**src/rtl/cfg_pkg.sv**
```systemverilog
// Shared definitions for the burst configuration passer: FSM states, header
// field positions and the parameter legality rule.
package cfg_pkg;

    typedef enum logic [1:0] {
        IDLE  = 2'd0,
        WRITE = 2'd1,
        READ  = 2'd2
    } cfg_state_e;

    // Header layout: [DATA_W-1]=W, [DATA_W-2]=INC, ADDR above CNT, CNT at bit 0.
    function automatic int unsigned hdr_w_bit(input int unsigned data_w);
        return data_w - 1;
    endfunction

    function automatic int unsigned hdr_inc_bit(input int unsigned data_w);
        return data_w - 2;
    endfunction

    function automatic int unsigned hdr_addr_lsb(input int unsigned cnt_w);
        return cnt_w;
    endfunction

    function automatic int unsigned hdr_cnt_lsb();
        return 0;
    endfunction

    function automatic bit hdr_fits(input int unsigned data_w,
                                    input int unsigned addr_w,
                                    input int unsigned cnt_w);
        return data_w >= (2 + addr_w + cnt_w);
    endfunction

endpackage

```
**src/rtl/cfg_burst_passer.sv**
```systemverilog
// Header-driven burst mover between a show-ahead RX FIFO, a register file and
// a TX FIFO: write bursts land in the register file, read bursts stream out.
module cfg_burst_passer
    import cfg_pkg::*;
#(
    parameter int unsigned DATA_W = 8,
    parameter int unsigned ADDR_W = 3,
    parameter int unsigned CNT_W  = 3
) (
    input  logic              CLK,
    input  logic              RSTn,
    input  logic              Empty,
    input  logic [DATA_W-1:0] Data,
    output logic              RINC,
    output logic              WrEn,
    output logic [DATA_W-1:0] WrData,
    output logic [ADDR_W-1:0] RegAddr,
    output logic              RdEn,
    input  logic [DATA_W-1:0] RdData,
    input  logic              TxFull,
    output logic              TxWr,
    output logic [DATA_W-1:0] TxData,
    output logic              Busy
);

    localparam int unsigned W_BIT    = hdr_w_bit(DATA_W);
    localparam int unsigned INC_BIT  = hdr_inc_bit(DATA_W);
    localparam int unsigned ADDR_LSB = hdr_addr_lsb(CNT_W);
    localparam int unsigned CNT_LSB  = hdr_cnt_lsb();

    if (!hdr_fits(DATA_W, ADDR_W, CNT_W)) begin : g_bad_params
        $error("cfg_burst_passer: DATA_W must be >= 2+ADDR_W+CNT_W");
    end

    cfg_state_e        state_q, state_d;
    logic [ADDR_W-1:0] addr_q,  addr_d;
    logic [CNT_W-1:0]  cnt_q,   cnt_d;
    logic              inc_q,   inc_d;

    logic              hdr_w;
    logic              hdr_inc;
    logic [ADDR_W-1:0] hdr_addr;
    logic [CNT_W-1:0]  hdr_cnt;

    logic rinc_c, wren_c, rden_c, txwr_c;

    always_comb begin
        hdr_w    = Data[W_BIT];
        hdr_inc  = Data[INC_BIT];
        hdr_addr = Data[ADDR_LSB +: ADDR_W];
        hdr_cnt  = Data[CNT_LSB +: CNT_W];
    end

    always_ff @(posedge CLK or negedge RSTn) begin
        if (!RSTn) begin
            state_q <= IDLE;
            addr_q  <= '0;
            cnt_q   <= '0;
            inc_q   <= 1'b0;
        end else begin
            state_q <= state_d;
            addr_q  <= addr_d;
            cnt_q   <= cnt_d;
            inc_q   <= inc_d;
        end
    end

    always_comb begin
        state_d = state_q;
        addr_d  = addr_q;
        cnt_d   = cnt_q;
        inc_d   = inc_q;
        rinc_c  = 1'b0;
        wren_c  = 1'b0;
        rden_c  = 1'b0;
        txwr_c  = 1'b0;

        unique case (state_q)
            IDLE: begin
                if (!Empty) begin
                    rinc_c = 1'b1;
                    addr_d = hdr_addr;
                    cnt_d  = hdr_cnt;
                    inc_d  = hdr_inc;
                    // A zero-length header is consumed without leaving IDLE.
                    if (hdr_cnt != '0) begin
                        state_d = hdr_w ? WRITE : READ;
                    end
                end
            end

            WRITE: begin
                if (!Empty) begin
                    rinc_c = 1'b1;
                    wren_c = 1'b1;
                    cnt_d  = cnt_q - CNT_W'(1);
                    if (inc_q) begin
                        addr_d = addr_q + ADDR_W'(1);
                    end
                    if (cnt_q == CNT_W'(1)) begin
                        state_d = IDLE;
                    end
                end
            end

            READ: begin
                if (!TxFull) begin
                    rden_c = 1'b1;
                    txwr_c = 1'b1;
                    cnt_d  = cnt_q - CNT_W'(1);
                    if (inc_q) begin
                        addr_d = addr_q + ADDR_W'(1);
                    end
                    if (cnt_q == CNT_W'(1)) begin
                        state_d = IDLE;
                    end
                end
            end

            default: begin
                state_d = IDLE;
            end
        endcase
    end

    // Strobes are masked by RSTn so nothing fires while reset is held.
    always_comb begin
        RINC    = rinc_c & RSTn;
        WrEn    = wren_c & RSTn;
        RdEn    = rden_c & RSTn;
        TxWr    = txwr_c & RSTn;
        Busy    = (state_q != IDLE) & RSTn;
        RegAddr = addr_q;
        WrData  = Data;
        TxData  = RdData;
    end

endmodule
```
**config.mk**
```make
export PLATFORM = sky130hd
export DESIGN_NAME = cfg_burst_passer
export DESIGN_NICKNAME = d
export VERILOG_FILES = /design/src/rtl/cfg_pkg.sv /design/src/rtl/cfg_burst_passer.sv
export SDC_FILE = /design/constraint.sdc
export NUM_CORES = 1
export LEC_CHECK = 0
export BUFFER_PORTS_ARGS = -buffer_cell sky130_fd_sc_hd__buf_2
export CAP_MARGIN = 20
export CORE_MARGIN = 5
export CORE_UTILIZATION = 45
export DETAILED_ROUTE_END_ITERATION = 16
export GPL_ROUTABILITY_DRIVEN = 0
export HOLD_SLACK_MARGIN = 0.1
export PLACE_DENSITY = 0.79
export SYNTH_ARGS = -nofsm -noshare
export SYNTH_HDL_FRONTEND = slang
export SYNTH_SLANG_ARGS = --single-unit
```
**constraint.sdc**
```tcl
create_clock -name CLK -period 2.2 [get_ports CLK]
set_input_delay 0.44 -clock CLK [delete_from_list [all_inputs] [get_ports CLK]]
set_output_delay 0.44 -clock CLK [all_outputs]
set_load 0.02 [all_outputs]
```
# After elaboration in Yosys (flattened, before gate mapping)
# Index checks and enable logic that the tools add are counted.
# word_totals
reg_bits	9
in_bits	20
wordCells	47
out_inout_bits	24
# classes
eq_ne	7
addsub	2
n_mux	21
bitwise	5
reduce_logical	8
# ops
op	n
3-bit 2-to-1 mux	7
3-bit one-hot mux with 3 select lines	2
2-bit 2-to-1 mux	6
2-bit != test, second input constant	4
4-bit AND reduction	2
2-bit one-hot mux with 3 select lines	1
3-bit nonzero test	2
1-bit 2-to-1 mux	5
1-bit AND	4
3-bit by 1-bit adder with 3-bit output, second input constant	1
3-bit by 1-bit equality test with 1-bit output, second input constant	1
3-bit by 1-bit subtractor with 3-bit output, second input constant	1
2-bit by 1-bit equality test with 1-bit output, second input constant	1
2-bit equality test, second input constant	1
2-bit zero test	1
2-bit AND reduction	1
2-bit nonzero test	1
2-bit OR reduction	1
1-bit inverter	1

# Depth between registers and ports, before layout
# depth
depth_word	4
depth_mapped	7
depth_no_buf	5

# Worst setup path before layout
# No wires, ideal clock.
# synth_path
kind	register -> output
from	register state_q[0]
to	output port RINC
path_slack_ns	0.484
path_buffers	0
stages_incl_launch_ff	5
t_arrival_ns	1.276
required_time_ns	1.760
cell_sequence	dfrtp_1 -> inv_1 -> ha_1 -> nor2_1 -> nor3b_1
# synth_between
elab_chain_len	4
elab_cells_between_ends	5
classes_between	eq/ne: 1; mux: 1; bitwise: 1; reduce/logical: 2
# synth_rtl
element	line	text
from (decl)	cfg_burst_passer.sv:35	cfg_state_e state_q, state_d;
from (signal assigned)	cfg_burst_passer.sv:61	state_q <= state_d;
2-bit by 1-bit equality test with 1-bit output / 2-bit zero test (equally long branches)	cfg_burst_passer.sv:78	unique case (state_q)
2-bit OR reduction (no line) (*)	n/a	
1-bit 2-to-1 mux (*)	n/a	
1-bit AND (*)	cfg_burst_passer.sv:128	RINC = rinc_c & RSTn;
to (decl)	cfg_burst_passer.sv:14	output logic RINC,
# Every way passes the cells marked *; elsewhere a longest branch is shown, timed or not.

# Final worst setup path
# layout_path
from	input port RSTn
to	output port RINC
# layout_between
elab_chain_len	1
# layout_rtl
element	line	text
from (decl)	cfg_burst_passer.sv:11	input logic RSTn,
1-bit AND	cfg_burst_passer.sv:128	
# No other way between the ends.

==> flow_results.org <==
** Global routing
- Final global-route overflow total :: 0
- Total Routing Usage GR :: around an eighth
- The first global-routing pass estimated 2590 um of wire.
- Vias in the first global route :: 606
- Largest net degree at the start of global routing :: 14
- The number of antenna violations at the first check in global routing was 0.

** Critical path
- Critical path startpoint category :: primary input
- Type of the worst setup path :: in2out
- For the worst setup path, the data required time is 1.76 ns.
- In this run the worst path has a maximum fanout of 13.
- The worst setup path is captured at a primary output.
- Arrival time of the worst setup path :: around 1.6 ns

** Power and ir drop
- The worst-case IR drop observed on VDD is 0.765 mV.
- Clock network fraction of design power :: 10.1%
- Dividing total power by cell area gives a power density of around 1400 mW/mm^2.
- For this design the total switching power over the nets is 622 uW.
- Post-layout total power :: approximately 1.3 mW
- Cell internal power dissipation :: ~700 uW
- Net switching is a little under half of the power.
- Combinational share of power :: between 60% and 70%
- For this design the static power due to leakage is 0.471 nW.
- Share of total power in sequential cells :: 25.0%

** STA
- Final worst path period share :: between 90 and 100%
- Across the routed clock network, the largest skew measured is 0.000593 ns.
- Setup repair after global routing left no endpoint under its margin.
- In this run the tightest slew margin relative to its limit is between 60% and 70%.
- Highest Clock Rate :: 493 MHz
- Setup violations remaining at the end of the flow were counted as 0.
- The number of slew-limit violations in the final report is 0.
- Setup TNS :: 0 ns
- The number of hold-slack violations in the final timing report was 0.
- Period minus WS final :: roughly 2.0 ns
- At the pin with the least slew margin, the transition time is 0.553 ns.

** Hold path
- The tightest min-delay check is of the in2reg type.

** Layout
- Fill cell total of the finished layout :: 181
- From synthesis to final layout, the design area changed by 5.12%.
- The final layout contains 129 nets.
- Cells with a size suffix above 1 make up 41.6% of the layout.
- Final antenna diode count :: 0

** Yosys
- YS warnings :: 0
- After synthesis, the mean cell area works out to 9.88 sq um.
- Mapped Area :: between 800 and 900 sq um
- The netlist uses 28 different library cells.
- Top cell type by total area after synthesis :: dfrtp_1
- Leading cell type by number of instances after synthesis :: buf_4
- Yosys mapped a number of flops with a built-in enable equal to 0.
- Commonest cells in the synthesized netlist :: 18 x buf_4, 9 x dfrtp_1, 9 x inv_1, 7 x ha_1, 5 x o31ai_1
- Fraction of registers with async set/reset :: 100%
- By area the synthesized netlist is led by dfrtp_1 26%, buf_4 15%, ha_1 10%, a221oi_2 6.8%, mux2i_1 4.6%.
- The synthesized design devotes to its leading area cell type 25.6% of total area.
- Summing the sequential cell areas from Yosys gives roughly a quarter of the chip area.
- Flops & latches, synth :: 9
- Net count after synthesis :: roughly 120
- In the synthesized netlist the dominant register cell turns out to be dfrtp_1.
- Synthesis produced a netlist whose cell count is 89.

** Clocking
- Clock tree synthesis inserted a total of 3 buffers.
- Clock latency at the later pin of the worst-skew pair :: approximately 0.27 ns
- CTS HTree Levels :: 1
- Clock-pin slew was measured on the worst setup and hold paths at 0.06 ns.
- Number of clock sinks seen by CTS :: 9
- Count of buffers added by post-CTS timing repair for setup :: 0
- TritonCTS clock tree :: done
- Worst-case clock buffer depth :: 2
- Root Buffer Master :: clkbuf_4

** Routing
- Routed length per placed instance :: 13.1 um
- Detailed-route via count :: 632
- Avg Vias per Cell :: 4.94
- DR pass1 iterations :: 4
- Number of violations reported at the end of detailed-routing iteration 0 :: 6
- In this run the remaining antenna-violating nets after routing total 0.
- In the routed design, unresolved DRC markers number 0.
- DRT Wirelength :: 1680 um

** Floorplanning
- After floorplanning, the core was sized to cover 0.00190 sq mm.
- I/O Pins :: 44
- In this run the vertical extent of the chip is 54.2 um.
- Starting Density :: roughly 46%
- Cell row count :: 16
- Die X-Extent :: approximately 54 um
- Area of the die :: 0.00294 sq mm

** Run status
- Run status :: completed

** Flow run
- Number of max-cap violations :: 0

** Place
- Detailed placement ended at an HPWL of 1270 um.
- Port Buffers :: 27
-- power groups by stage --
stage	clock (mW)	combinational, mW	sequential (mW)
2_1_floorplan	0	0.740	0.351
3_3_place_gp	0	0.822	0.329
3_5_place_dp	0	0.856	0.334
4_1_cts	0.139	0.858	0.331
5_1_grt	0.147	0.943	0.344
6_report	0.134	0.859	0.331
-- worst paths after layout --
| path | start | end | slack, ns | cells after the start |
|---|---|---|---|---|
| max | RSTn | RINC | 0.17 | 4 |
| min | Data[6] | inc_q | 0.43 | 2 |
| max reg2reg | state_q[0] | cnt_q[1] | 0.34 | 5 |
| min reg2reg | cnt_q[0] | cnt_q[0] | 0.53 | 1 |
| max in group asynchronous | RSTn | cnt_q[1] | 1.48 | 2 |
| min in group asynchronous | RSTn | RegAddr[0] | 0.57 | 2 |
-- cells by family after synthesis --
group,share of synthesized area [%]
buffers and inverters,23.2
AO/OA/AOI/OAI,17.8
multiplexers,5.83
adder cells (fa/ha/maj),9.96
AND/OR/NAND/NOR,17.6
flip-flops,25.6
-- placed cells by master, fill, tap and decap left out, drive strengths merged, types with 2 or more instances in the layout --
| master | n |
|---|---|
| a21o | 2 |
| a221oi | 4 |
| and3b | 2 |
| buf | 27 |
| clkbuf | 5 |
| dfrtp | 9 |
| ha | 7 |
| inv | 9 |
| mux2i | 4 |
| nand2 | 3 |
| nand2b | 2 |
| nor2 | 2 |
| nor2b | 3 |
| nor4 | 4 |
| o31ai | 5 |
| or2 | 3 |
-- stage by stage --
| step | hold WS, ns | area (sq um) | util (%) | std cells | worst slack [ns] |
|---|---|---|---|---|---|
| after floorplan | 0.144 | 880 | - | 89 | 0.484 |
| after CTS | 0.417 | 922 | 48.5 | 128 | 0.101 |
| final | 0.426 | 925 | 48.6 | 128 | 0.170 |
| after detailed placement | 0.328 | 886 | 46.6 | 123 | 0.365 |
| after global routing | 0.429 | 925 | 48.6 | 128 | 0.0321 |
| after global placement | 0.324 | 886 | 46.6 | 123 | 0.466 |
-- worst max-delay path: stages --
cell           delay (ns)
dlygate4sd3_1        0.52
clkbuf_4             0.23
nor3b_1              0.20
buf_2                0.19
-- registers in the layout (all words and copies together), names as in the netlist --
register	cells
RegAddr	3
cnt_q	3
inc_q	1
state_q	2
-- metal layers --
metal	up-vias	part of all wire [%]	track usage (%)
li1	317	-	-
met1	288	44	14.1
met2	20	46	19.9
met3	7	7.6	5.45
met4	0	2.4	6.64
met5	-	0	0
-- repair_timing --
action / in CTS / in global routing
endpoints found under the setup margin: 0 / 1
hold buffers: 1 / 0
resized for setup: 0 / 1
endpoints found under the hold margin: 9 / 0
-- area by class of cell --
class                   count  area (sq um)  share of cell area, %
inverters                   9          33.8                   3.65
repair buffers             29           155                   16.8
well taps                  27          33.8                   3.65
multi-input cells          50           450                   48.7
clock buffers               4          26.3                   2.84
flip-flops and latches      9           225                   24.4
Power figures use the tool's default switching activity.
